==> src/rtl/uart_rx_pkg.sv <==
// Shared definitions for the UART receiver: FSM states, oversampling
// constants and the baud divider calculation.
package uart_rx_pkg;

    typedef enum logic [2:0] {
        IDLE    = 3'd0,
        START   = 3'd1,
        DATA    = 3'd2,
        STOP    = 3'd3,
        WAIT_HI = 3'd4
    } rx_state_t;

    localparam int OS_RATE = 16;
    localparam int OS_W    = 4;

    // Oversample ticks at which the line is sampled for the majority vote.
    localparam logic [OS_W-1:0] SAMPLE_A = 4'd7;
    localparam logic [OS_W-1:0] SAMPLE_B = 4'd8;
    localparam logic [OS_W-1:0] SAMPLE_C = 4'd9;
    localparam logic [OS_W-1:0] OS_LAST  = 4'd15;

    // Clock cycles per oversample tick, truncated.
    function automatic int os_div(input int freq_mhz, input int bauds);
        return (freq_mhz * 1000000) / (bauds * OS_RATE);
    endfunction

endpackage

==> src/rtl/uart_rx_fifo_buf.sv <==
// Small synchronous first-word-fall-through FIFO. A push into a full FIFO
// is dropped unless a pop happens in the same cycle.
module uart_rx_fifo_buf #(
    parameter int DEPTH = 8,
    parameter int WIDTH = 8
) (
    input  logic                   clk,
    input  logic                   reset,
    input  logic                   push,
    input  logic [WIDTH-1:0]       push_data,
    input  logic                   pop,
    output logic [WIDTH-1:0]       pop_data,
    output logic                   full,
    output logic                   empty,
    output logic [$clog2(DEPTH):0] count
);

    localparam int AW = $clog2(DEPTH);
    localparam logic [AW:0] FULL_CNT = (AW+1)'(DEPTH);

    logic [WIDTH-1:0] mem [DEPTH];
    logic [AW-1:0]    rd_ptr;
    logic [AW-1:0]    wr_ptr;
    logic             do_push;
    logic             do_pop;

    assign empty    = (count == '0);
    assign full     = (count == FULL_CNT);
    assign do_pop   = pop && !empty;
    assign do_push  = push && (!full || do_pop);
    assign pop_data = empty ? '0 : mem[rd_ptr];

    // Storage array; written only when a push is accepted.
    always_ff @(posedge clk) begin
        if (do_push) begin
            mem[wr_ptr] <= push_data;
        end
    end

    // Pointers wrap naturally; occupancy is tracked separately so full and empty are unambiguous.
    always_ff @(posedge clk or posedge reset) begin
        if (reset) begin
            rd_ptr <= '0;
            wr_ptr <= '0;
            count  <= '0;
        end else begin
            if (do_push) begin
                wr_ptr <= wr_ptr + 1'b1;
            end
            if (do_pop) begin
                rd_ptr <= rd_ptr + 1'b1;
            end
            case ({do_push, do_pop})
                2'b10:   count <= count + 1'b1;
                2'b01:   count <= count - 1'b1;
                default: count <= count;
            endcase
        end
    end

endmodule

==> src/rtl/uart_rx_fifo.sv <==
// 8N1 UART receiver with 16x oversampling and 3-sample majority vote,
// feeding a FWFT byte FIFO drained by the CPU. Sticky framing/overrun flags.
module uart_rx_fifo
    import uart_rx_pkg::*;
#(
    parameter int FREQ_MHZ = 48,
    parameter int BAUDS    = 115200,
    parameter int DEPTH    = 8
) (
    input  logic                   clk,
    input  logic                   reset,
    input  logic                   rx,
    input  logic                   rd,
    input  logic                   clr_err,
    output logic [7:0]             rx_data,
    output logic                   valid,
    output logic [$clog2(DEPTH):0] count,
    output logic                   frame_err,
    output logic                   overrun
);

    localparam int OS_DIV = os_div(FREQ_MHZ, BAUDS);
    localparam int DIV_W  = (OS_DIV > 1) ? $clog2(OS_DIV) : 1;
    localparam logic [DIV_W-1:0] DIV_LAST = DIV_W'(OS_DIV - 1);

    generate
        if (OS_DIV < 2) begin : g_div_check
            $error("uart_rx_fifo: clock too slow for 16x oversampling at this baud rate");
        end
        if (DEPTH < 2 || (DEPTH & (DEPTH - 1)) != 0) begin : g_depth_check
            $error("uart_rx_fifo: DEPTH must be a power of two and at least 2");
        end
    endgenerate

    logic [1:0]      sync_q;
    logic            rxs;
    rx_state_t       state;
    logic [DIV_W-1:0] div_cnt;
    logic [OS_W-1:0] os_cnt;
    logic            active;
    logic            tick;
    logic            sample_a;
    logic            sample_b;
    logic            bit_now;
    logic            eval;
    logic [2:0]      bit_cnt;
    logic [7:0]      shreg;
    logic            push;
    logic            frame_evt;
    logic            fifo_full;
    logic            fifo_empty;
    logic            drop;

    assign rxs       = sync_q[1];
    assign active    = (state != IDLE) && (state != WAIT_HI);
    assign tick      = active && (div_cnt == DIV_LAST);
    assign bit_now   = (sample_a & sample_b) | (sample_a & rxs) | (sample_b & rxs);
    assign eval      = tick && (os_cnt == SAMPLE_C);
    assign push      = (state == STOP) && eval && bit_now;
    assign frame_evt = (state == STOP) && eval && !bit_now;
    assign drop      = push && fifo_full && !rd;
    assign valid     = !fifo_empty;

    // Two-flop synchronizer; resets to the idle-high line level.
    always_ff @(posedge clk or posedge reset) begin
        if (reset) begin
            sync_q <= 2'b11;
        end else begin
            sync_q <= {sync_q[0], rx};
        end
    end

    // Oversample tick generator; held at zero while waiting so phase locks to the start edge.
    always_ff @(posedge clk or posedge reset) begin
        if (reset) begin
            div_cnt <= '0;
            os_cnt  <= '0;
        end else if (!active) begin
            div_cnt <= '0;
            os_cnt  <= '0;
        end else if (tick) begin
            div_cnt <= '0;
            os_cnt  <= os_cnt + 1'b1;
        end else begin
            div_cnt <= div_cnt + 1'b1;
        end
    end

    // Frame FSM: start validation, data shift-in, stop check and break wait.
    always_ff @(posedge clk or posedge reset) begin
        if (reset) begin
            state    <= IDLE;
            bit_cnt  <= '0;
            shreg    <= '0;
            sample_a <= 1'b1;
            sample_b <= 1'b1;
        end else begin
            if (tick && os_cnt == SAMPLE_A) begin
                sample_a <= rxs;
            end
            if (tick && os_cnt == SAMPLE_B) begin
                sample_b <= rxs;
            end
            case (state)
                IDLE: begin
                    if (!rxs) begin
                        state <= START;
                    end
                end
                START: begin
                    if (eval && bit_now) begin
                        state <= IDLE;
                    end else if (tick && os_cnt == OS_LAST) begin
                        state   <= DATA;
                        bit_cnt <= '0;
                    end
                end
                DATA: begin
                    if (eval) begin
                        shreg <= {bit_now, shreg[7:1]};
                    end
                    if (tick && os_cnt == OS_LAST) begin
                        bit_cnt <= bit_cnt + 1'b1;
                        if (bit_cnt == 3'd7) begin
                            state <= STOP;
                        end
                    end
                end
                STOP: begin
                    if (eval) begin
                        state <= bit_now ? IDLE : WAIT_HI;
                    end
                end
                WAIT_HI: begin
                    if (rxs) begin
                        state <= IDLE;
                    end
                end
                default: state <= IDLE;
            endcase
        end
    end

    // Sticky error flags; a new error event takes priority over a clear.
    always_ff @(posedge clk or posedge reset) begin
        if (reset) begin
            frame_err <= 1'b0;
            overrun   <= 1'b0;
        end else begin
            if (frame_evt) begin
                frame_err <= 1'b1;
            end else if (clr_err) begin
                frame_err <= 1'b0;
            end
            if (drop) begin
                overrun <= 1'b1;
            end else if (clr_err) begin
                overrun <= 1'b0;
            end
        end
    end

    uart_rx_fifo_buf #(
        .DEPTH (DEPTH),
        .WIDTH (8)
    ) u_buf (
        .clk       (clk),
        .reset     (reset),
        .push      (push),
        .push_data (shreg),
        .pop       (rd),
        .pop_data  (rx_data),
        .full      (fifo_full),
        .empty     (fifo_empty),
        .count     (count)
    );

endmodule

==> config.mk <==
export PLATFORM = sky130hd
export DESIGN_NAME = uart_rx_fifo
export DESIGN_NICKNAME = d
export VERILOG_FILES = /design/src/rtl/uart_rx_pkg.sv /design/src/rtl/uart_rx_fifo_buf.sv /design/src/rtl/uart_rx_fifo.sv
export SDC_FILE = /design/constraint.sdc
export NUM_CORES = 1
export LEC_CHECK = 0
export ABC_AREA = 1
export CORE_ASPECT_RATIO = 0.75
export CORE_MARGIN = 2
export CORE_UTILIZATION = 55
export DETAILED_ROUTE_END_ITERATION = 8
export DONT_BUFFER_PORTS = 1
export PLACE_DENSITY = 0.7
export SLEW_MARGIN = 15
export SYNTH_ARGS = -nofsm -noshare
export SYNTH_HDL_FRONTEND = slang
export SYNTH_SLANG_ARGS = --single-unit
==> constraint.sdc <==
create_clock -name clk -period 3.65 [get_ports clk]
set_input_delay 0.1825 -clock clk [delete_from_list [all_inputs] [get_ports clk]]
set_output_delay 0.1825 -clock clk [all_outputs]
set_load 0.01 [all_outputs]
# After elaboration in Yosys (flattened, before gate mapping)
# Memories as Yosys holds them, arrays and structs flattened.
# Cells that the tools add are included.
[classes] bitwise_logic=5 shift=0 add_sub_neg=7 div_mod_pow=0 reduce_logical=29 magnitude_cmp=0 muxes=24 n_eq_ne=23 multipliers=0
[op_table] op="$mux 3" count=11
[op_table] op="$eq 4x4->1 const B" count=4
[op_table] op="$pmux 3 s5" count=1
[op_table] op="$logic_and 1x1->1" count=14
[op_table] op="$ne 2x2->1 const B" count=7
[op_table] op="$mux 5" count=2
[op_table] op="$add 3x1->3 const B" count=3
[op_table] op="$add 4x1->4 const B" count=2
[op_table] op="$mux 4" count=2
[op_table] op="$mux 8" count=1
[op_table] op="$pmux 4 s2" count=1
[op_table] op="$reduce_bool 2->1" count=4
[op_table] op="$eq 3x2->1 const B" count=2
[op_table] op="$eq 3x3->1 const B" count=2
[op_table] op="$ne 3x3->1 const B" count=2
[op_table] op="$pmux 3 s2" count=1
[op_table] op="$reduce_and 6->1" count=1
[op_table] op="$add 5x1->5 const B" count=1
[op_table] op="$eq 5x5->1 const B" count=1
[op_table] op="$mux 1" count=5
[op_table] op="$eq 4x3->1 const B" count=1
[op_table] op="$logic_not 1->1" count=4
[op_table] op="$logic_not 4->1" count=1
[op_table] op="$reduce_and 4->1" count=1
[op_table] op="other kinds (11)" count=14
[word_totals] word_cells=102 inputBits=5 n_memories=1 output_inout_bits=15 romBits=0 latch_bits=0 mem_bits_rw=64 regBits=39
[mem_list] name="u_buf.mem" words=8 word_bits=8 read_ports=1 rd_ports_with_merged_regs=0 wr=1 line_no="uart_rx_fifo_buf.sv:21" text="logic [WIDTH-1:0] mem [DEPTH];"

# Depth between registers and ports, before layout
# Gate-level depths: netlist (run 1).
[logic_depth] ltp_word=9 ltp_mapped=15

# Hierarchy
# A second synthesis (run 1) with hierarchy kept.
[hier_totals] cells_unflattened=443 area_unflattened_um2=4719.5
[modules_own_cells] module="uart_rx_fifo_buf" cells_per_inst=273 area_per_inst_um2=3208.1 instances=1 seq_area_each_um2=2172.1
[modules_own_cells] module="uart_rx_fifo" cells_per_inst=170 area_per_inst_um2=1511.4 instances=1 seq_area_each_um2=730.7

# Worst setup path before layout (run 1)
# Ideal clock, no wire load.
[synth_path] path_kind="flip-flop to flip-flop" startpoint="reg div_cnt[1]" endpoint="reg u_buf.count[2]" arrival_ns=2.033 period_less_slack_ns=2.161 path_stages_with_launch=16 n_path_buf=0 path_slack_ns=1.489 cell_sequence="dfrtp_1 inv_1 ha_1 nand2_1 inv_2 nand2_4 nor2_8 nand2_4 clkinv_2 nand4_4 ha_1 xor2_1 ha_1 a21oi_1 xor2_1 o21ai_0"
[synth_via] elab_chain_len=8 elab_cells_between_ends=10 cone_classes="eq/ne (3); mux (1); reduce/logical (6)"
[synth_rtl] element="start: declaration" line_no="uart_rx_fifo.sv:38" text="logic [DIV_W-1:0] div_cnt;"
[synth_rtl] element="start signal: assignment" line_no="uart_rx_fifo.sv:85" text="div_cnt <= div_cnt + 1'b1;"
[synth_rtl] element="$eq 5x5->1 *" line_no="uart_rx_fifo.sv:56" text="assign tick = active && (div_cnt == DIV_LAST);"
[synth_rtl] element="$logic_and 1x1->1 *" line_no="uart_rx_fifo.sv:56"
[synth_rtl] element="$logic_and 1x1->1 *" line_no="uart_rx_fifo.sv:58" text="assign eval = tick && (os_cnt == SAMPLE_C);"
[synth_rtl] element="$logic_and 1x1->1 * (2 in a row)" line_no="uart_rx_fifo.sv:59" text="assign push = (state == STOP) && eval && bit_now;"
[synth_rtl] element="$logic_and 1x1->1 *" line_no="uart_rx_fifo_buf.sv:30" text="assign do_push = push && (!full || do_pop);"
[synth_rtl] element="$eq 2x1->1 / $eq 2x2->1 (equally long branches)" line_no="uart_rx_fifo_buf.sv:53" text="case ({do_push, do_pop})"
[synth_rtl] element="$pmux 4 s2 / $reduce_bool 2->1 (equally long branches)"
[synth_rtl] element="end signal: assignment" line_no="uart_rx_fifo_buf.sv:54" text="2'b10: count <= count + 1'b1;"
[synth_rtl] element="end signal: assignment" line_no="uart_rx_fifo_buf.sv:55" text="2'b01: count <= count - 1'b1;"
[synth_rtl] element="end signal: assignment" line_no="uart_rx_fifo_buf.sv:56" text="default: count <= count;"
[synth_rtl] element="end: declaration" line_no="uart_rx_fifo_buf.sv:15" text="output logic [$clog2(DEPTH):0] count"
# Mark *: on every way between the ends. The rest lies on a longest branch, timed or not.
# A chain may end at the register's enable or synchronous reset.

# Worst setup path after layout (run 1)
[layout_path] startpoint="reg u_buf.rd_ptr[1]" endpoint="out rx_data[4]"
[layout_via] elab_chain_len=2
[layout_rtl] element="start: declaration" line_no="uart_rx_fifo_buf.sv:22" text="logic [AW-1:0] rd_ptr;"
[layout_rtl] element="start signal: assignment" line_no="uart_rx_fifo_buf.sv:51" text="rd_ptr <= rd_ptr + 1'b1;"
[layout_rtl] element="$mem_v2 8x8"
[layout_rtl] element="$mux 8" line_no="uart_rx_fifo_buf.sv:31" text="assign pop_data = empty ? '0 : mem[rd_ptr];"
[layout_rtl] element="end: declaration" line_no="uart_rx_fifo.sv:15" text="output logic [7:0] rx_data,"
# Every way passes these cells.

==> results by group, run 1 <==
Status
  – Outcome: finished, final reports clean

Synth
  – Synth area leaders: edfxtp_1 (42%), dfrtp_1 (19%), nor2_1 (5.8%)
  – Post-synth top area cell: edfxtp_1
  – Mux cell area share after synthesis: 0%
  – Most frequent cell after synthesis: nor2_1
  – Simple-gate area share of the yosys netlist: 17.9%
  – Top-area cell type share of the netlist area: 42.4%
  – Mapped Area: 4530 µm²
  – Top cells by instance count after synthesis: nor2_1 (70), nand2_1 (65), edfxtp_1 (64), o21ai_0 (52), dfrtp_1 (35)
  – Main combinational cell family by area after synthesis: simple AND/OR/NAND/NOR gates
  – Mapped Nets: 440
  – Post-synthesis cell type count: 34
  – Synth Area in Adders: 3.31%
  – Syn_area_per_cell: 10.7 µm²
  – Main flop type after synthesis: edfxtp_1
  – Flop and latch count out of synthesis: 103
  – Synth Area in XOR/XNOR: 2.13%
  – Post-synthesis compound-gate area fraction: 8.84%
  – Sequential element share of the synthesized area: 64.1%
  – Yosys warns: 0
  – Mapped Cells: 423
  – Post-synth ARST share: 37.9%
  – Post-synth EDFFs: 64

Final layout
  – Share of layout cells above drive strength 1: 10.4%
  – Cell area after layout: 4850 µm²
  – Fillers: 626
  – Area grow syn2layout: 7.07%
  – Fin nets: 446
  – Non-filler cells, final: 539
  – Ant. Diodes: 0

Detailed routing
  – Drt first pass iters: 4
  – DR vias/cell: 5.49
  – DRC: 0
  – DR vias: 2961
  – WL/cell: 16.2 µm
  – Final ANT Viol Nets: 0
  – Final wirelength: 8.73 mm
  – 1st-iter DRT viols: 279

Critical path
  – Crit path launch type: flip-flop
  – Crit-path cells: clkinv_1 -> nor2_1 -> o21ai_0 -> a31oi_1
  – Worst path max stage delay: 0.92 ns
  – Top delay family on crit path: flip-flops
  – Crit path arrival time: 2.64 ns
  – Crit Path Class: flip-flop to output port
  – Worst Setup End Kind: output port
  – Worst Path Required: 3.47 ns
  – CP bufs+invs: 1
  – Crit Path Max Fanout: 26
  – Crit-path slowest cell: dfrtp_1

Timing
  – Final Skew: 0.0133 ns
  – Post-route setup slack: 0.823 ns
  – Final hold vios: 0
  – Max Freq: 354 MHz
  – Total negative slack: 0 ns
  – Rel. slew slack: 39.5%
  – Final Cycle Share: 77.4%
  – RSZ-0062 raised after global routing: no
  – Fin crit period: 2.83 ns
  – Slew @ Worst Pin: 0.907 ns
  – Pins over their slew limit: 0
  – Final number of setup-violating endpoints: 0

Global routing
  – Initial antenna violation count: 0
  – Number of global-route vias before repair: 2802
  – GRT overflow: 0
  – First-pass GRT wire length: 14.4 mm
  – Largest net degree at the start of global routing: 40
  – All-Layer GR Usage: 21.7%

Pwr
  – Max VDD drop: 0.000545 V
  – PD cells: 573 nW/µm²
  – Leakage: 2.10 nW

Placement
  – Number of port buffers: 0
  – GPL Wtd Cong: 0.863
  – DP Worst Slack: 1.08 ns
  – DP Wirelength: 5.76 mm
  – Dpl cell area: 4630 µm²
  – Placed instance count: 519

Min path
  – Hold/Removal Path Class: input pin to flip-flop

CTS
  – Num CTS Buffers: 9
  – H-tree depth: 3
  – Worst-Skew Late Latency: 0.37 ns
  – Cts repair resizes: 0
  – CTS clk-pin slew, worst paths: 0.11 ns
  – Root Driver: clkbuf_8
  – Clock Path Buffers: 2
  – CTS sink cnt: 103
  – CTS tree: built

Floorplanning
  – CORE AREA: 7950 µm²
  – Die Height: 82.6 µm
  – Initial Utilization: 57.0%
  – Die width: 109 µm
  – Die area: 8990 µm²
  – # rows: 28
  – I/O pin total: 20

Run
  – # Max-Cap Violations: 0
[layout by cell type, fill, tap and decap left out, drive strengths merged, types with 2 or more instances in the layout]
master,Yosys,final
ha,12,12
inv,31,35
buf,2,2
dfrtp,35,35
nor3,5,5
clkbuf,9,9
o21ai,63,63
dlygate4sd3,0,4
clkinv,2,5
dfstp,4,4
nor2,80,80
a31oi,9,9
xor2,8,8
nand4,3,3
a21oi,3,3
nand3,18,18
xnor2,3,3
nand2,68,68
edfxtp,64,64
[layout make-up]
| class | instances | area [µm²] | area share (%) |
|---|---|---|---|
| inverters | 33 | 125 | 2.58 |
| repair buffers | 6 | 55.1 | 1.13 |
| flip-flops and latches | 103 | 2900 | 59.8 |
| clock inverters | 7 | 53.8 | 1.11 |
| multi-input cells | 276 | 1460 | 30.1 |
| well taps | 105 | 131 | 2.71 |
| clock buffers | 9 | 124 | 2.55 |
[kinds of logic (layout without fill, tap and decap cells)]
group	Yosys count	after routing
buf+inv	44	55
flops	103	103
simple gates	176	176
xor+xnor	11	11
fa+ha+maj	12	12
compound gates	77	77
[layer usage]
| metal | wire length (µm) | part of all wire (%) | track usage [%] |
|---|---|---|---|
| met4 | 106 | 1.2 | 6.79 |
| met1 | 4160 | 48 | 29.9 |
| met3 | 435 | 5.0 | 4.79 |
| met5 | 0 | 0 | 0 |
| met2 | 4030 | 46 | 34.9 |
[where the power goes]
part	leakage (nW)	total (W)	switching, W	internal [W]
clock network	0.0916	0.000664	0.000406	0.000257
registers	1.23	0.00136	0.0000931	0.00127
logic	0.773	0.000755	0.000510	0.000245
total	2.10	0.00278	0.00101	0.00177
[path summary, 6_finish.rpt]
path                                                    to                   startpoint  depth (start not counted)  slack (ns)
worst min-delay path                   overrun$_DFFE_PP0P_                           rd                          3        0.12
min in group asynchronous       u_buf.count[2]$_DFFE_PP0P_                        reset                          3        0.36
max in group asynchronous             sample_a$_DFFE_PP1P_                        reset                          3        2.90
worst max-delay path                            rx_data[4]  u_buf.rd_ptr[1]$_DFFE_PP0P_                          4        0.82
worst max register to register  u_buf.count[2]$_DFFE_PP0P_   u_buf.count[1]$_DFFE_PP0P_                         10        1.06
worst min register to register         sync_q[1]$_DFF_PP1_          sync_q[0]$_DFF_PP1_                          0        0.36
[tightest hold or removal path: cells and delay by family]
family | cells | cell delay [ns]
simple gates | 1 | 0.08
buf+inv | 1 | 0.10
compound gates | 1 | 0.08
[registers in the layout, summed over array words and instances, names as in the netlist, 2 cells and up]
register and flops:
sync_q 2, div_cnt 5, u_buf.mem 64, u_buf.count 4
u_buf.rd_ptr 3, bit_cnt 3, state 3, u_buf.wr_ptr 3
shreg 8, os_cnt 4
[through the flow]
step           total power [W]  hold slack (ns)  utilization, %
6_report               0.00278            0.124            61.0
4_1_cts                0.00280            0.121            61.0
2_1_floorplan          0.00197            0.187               -
3_3_place_gp           0.00212            0.187            58.3
3_5_place_dp           0.00214            0.187            58.3
5_1_grt                0.00296            0.157            61.0
[timing repair]
item	in CTS	in global routing
endpoints found under the hold margin	39	0
hold buffers	4	0
buffers inserted	0	0
(Power assumes the default switching activity.)
==> run 2: changes to the inputs <==
--- a/config.mk
+++ b/config.mk
@@ -11,7 +11,7 @@
 export CORE_UTILIZATION = 55
 export DETAILED_ROUTE_END_ITERATION = 8
 export DONT_BUFFER_PORTS = 1
-export PLACE_DENSITY = 0.7
+export PLACE_DENSITY = 0.73
 export SLEW_MARGIN = 15
 export SYNTH_ARGS = -nofsm -noshare
 export SYNTH_HDL_FRONTEND = slang
==> constraint.sdc (replaced) <==
create_clock -name clk -period 2.3 [get_ports clk]
set_input_delay 0.115 -clock clk [delete_from_list [all_inputs] [get_ports clk]]
set_output_delay 0.115 -clock clk [all_outputs]
set_load 0.01 [all_outputs]
==> results by group, run 2 (synthesis gave the netlist of run 1 again) <==
CTS
  – Setup Buffers After CTS: 0
  – H-tree depth: 3
  – CTS tree: built
  – Worst-Skew Late Latency: 0.37 ns
  – CTS sink cnt: 103
  – Root Driver: clkbuf_8
  – CTS clk-pin slew, worst paths: 0.10 ns
  – Num CTS Buffers: 9
  – Clock Path Buffers: 2

Floorplanning
  – # rows: 28
  – Die area: 8990 µm²
  – CORE AREA: 7950 µm²
  – I/O pin total: 20
  – Die width: 109 µm
  – Die Height: 82.6 µm
  – Initial Utilization: 57.0%

Final layout
  – FF+latch area: 2900 µm²
  – Number of flip-flops in the largest register: 64
  – Reg with most FFs: u_buf.mem
  – Most common cell after layout, fill and taps aside: nor2_1
  – Fin nets: 464
  – Ant. Diodes: 0
  – Share of layout cells above drive strength 1: 16.2%
  – Post-layout util: 63.5%
  – Most frequent cells in the layout: nor2_1 (70), nand2_1 (65), edfxtp_1 (64)
  – Footprint of the multi-input gates: 1510 µm²
  – Fillers: 611
  – Area grow syn2layout: 11.5%
  – Top flop regs: u_buf.mem x64, shreg x8, div_cnt x5

Detailed routing
  – Final wirelength: 8.58 mm
  – Metal2 WL: 4.06 mm
  – Final ANT Viol Nets: 0
  – DRC: 0
  – 1st-iter DRT viols: 186
  – DR vias: 3020
  – Max Used Layer: met4
  – Drt first pass iters: 5
  – Met3 wire length: 504 µm
  – WL met1: 3.92 mm
  – WL/cell: 15.4 µm
  – DR vias/cell: 5.42

Timing
  – Rel. slew slack: 65.5%
  – Final Skew: 0.00810 ns
  – Hold Slack: 0.0117 ns
  – Final hold vios: 0
  – Fin crit period: 2.21 ns
  – Post-route setup slack: 0.0926 ns
  – Pins over their slew limit: 0
  – Slew @ Worst Pin: 0.516 ns
  – Final Cycle Share: 96.0%
  – Final number of setup-violating endpoints: 0
  – RSZ-0062 raised after global routing: yes
  – Max Freq: 453 MHz

Critical path
  – Crit-path cells: inv_1 -> ha_1 -> nand2_1 -> inv_2 -> nand2_4 -> nor2_8 -> nand2_4 -> inv_4 -> nand4_4 -> ha_4 -> xor2_2 -> ha_2 -> a21oi_2 -> xor2_1 -> o21ai_1
  – CP endpoint: u_buf.count[2]$_DFFE_PP0P_
  – Critical path startpoint: div_cnt[1]$_DFF_PP0_
  – CP bufs+invs: 3
  – Crit. path cell count: 15
  – Worst r2r path cells: 15
  – Crit path launch type: flip-flop
  – Crit path arrival time: 2.51 ns
  – Most used cell, CP: nand2_4
  – FF-to-FF Start: div_cnt[1]$_DFF_PP0_
  – Worst path max stage delay: 0.40 ns
  – Reg-to-Reg End: u_buf.count[2]$_DFFE_PP0P_
  – Crit Path Max Fanout: 4
  – Crit-path slowest cell: dfrtp_1
  – Top delay family on crit path: adder cells
  – R2R Setup Slk: 0.09 ns
  – Worst Path Required: 2.60 ns
  – Crit Path Class: flip-flop to flip-flop
  – Worst Setup End Kind: flip-flop

Pwr
  – Leakage: 2.19 nW
  – Max VDD drop: 0.00107 V
  – PD cells: 916 nW/µm²

Global routing
  – First-pass GRT wire length: 13.8 mm
  – All-Layer GR Usage: 20.6%
  – Initial antenna violation count: 0
  – Number of global-route vias before repair: 2852
  – GRT overflow: 0
  – Largest net degree at the start of global routing: 34

Status
  – Outcome: finished, final reports clean

Run
  – # Max-Cap Violations: 0

Min path
  – Hold/Removal Path Class: input pin to flip-flop

Placement
  – Number of port buffers: 0
  – GPL Wtd Cong: 0.824
  – DP Wirelength: 5.83 mm
  – DP Worst Slack: -0.0705 ns
## run 2: cell types whose count changed in the layout (fill, tap and decap cells not counted), sizes merged
cell	before	now
clkinvlp	0	3
buf	2	20
clkinv	5	2
## run 2: how the worst min path moves through the flow
stage | startpoint | to | slack, ns | cells past startpoint
after floorplan | rx | sync_q[0]$_DFF_PP1_ | 0.12 | 0
after global placement | reset | u_buf.wr_ptr[0]$_DFFE_PP0P_ | 0.01 | 1
after detailed placement | reset | u_buf.wr_ptr[0]$_DFFE_PP0P_ | 0.02 | 1
after CTS | rd | overrun$_DFFE_PP0P_ | 0.003 | 3
after global routing | rd | overrun$_DFFE_PP0P_ | 0.02 | 3
final | rd | overrun$_DFFE_PP0P_ | 0.01 | 3
## run 2: final cells by class
type	count	share of cell area, %
clock buffer	9	2.45
clock inverter	7	1.26
inverter	33	2.58
tap	105	2.60
timing repair buffer	24	3.76
sequential	103	57.5
multi-input combinational	276	29.9
## run 2: power by group
part	switching (W)	total, W	internal, W
combinational	0.000951	0.00145	0.000500
clock	0.000654	0.00107	0.000418
sequential	0.0000891	0.00211	0.00202
## run 2: metrics by stage
| stage | instance area, µm² | instances | total power, W | setup TNS [ns] |
|---|---|---|---|---|
| after global placement | 4770 | 537 | 0.00347 | 0 |
| final | 5050 | 557 | 0.00463 | 0 |
| after global routing | 5050 | 557 | 0.00491 | -0.126 |
| after detailed placement | 4770 | 537 | 0.00352 | -0.140 |
| after CTS | 5010 | 557 | 0.00458 | 0 |
| after floorplan | 4530 | 423 | 0.00312 | 0 |
## run 2: repair_timing
item,in CTS,in global routing
setup endpoints to repair,5,19
resized for setup,3,11
gates cloned,0,0
pin swaps,0,1
endpoints found under the hold margin,14,0
hold buffers,4,0
## run 2: worst register-to-register path, stage by stage (launching register included)
cell and delay [ns]:
dfrtp_1 0.40, inv_1 0.06, ha_1 0.14, nand2_1 0.07, inv_2 0.08, nand2_4 0.07
nor2_8 0.10, nand2_4 0.08, inv_4 0.08, nand4_4 0.12, ha_4 0.23, xor2_2 0.19
ha_2 0.21, a21oi_2 0.04, xor2_1 0.16, o21ai_1 0.13
## run 2: metal layers
metal	vias to the layer above	global-route usage, %
met1	1455	26.8
met5	-	0
met2	75	34.9
met4	0	4.74
li1	1479	-
met3	11	5.89
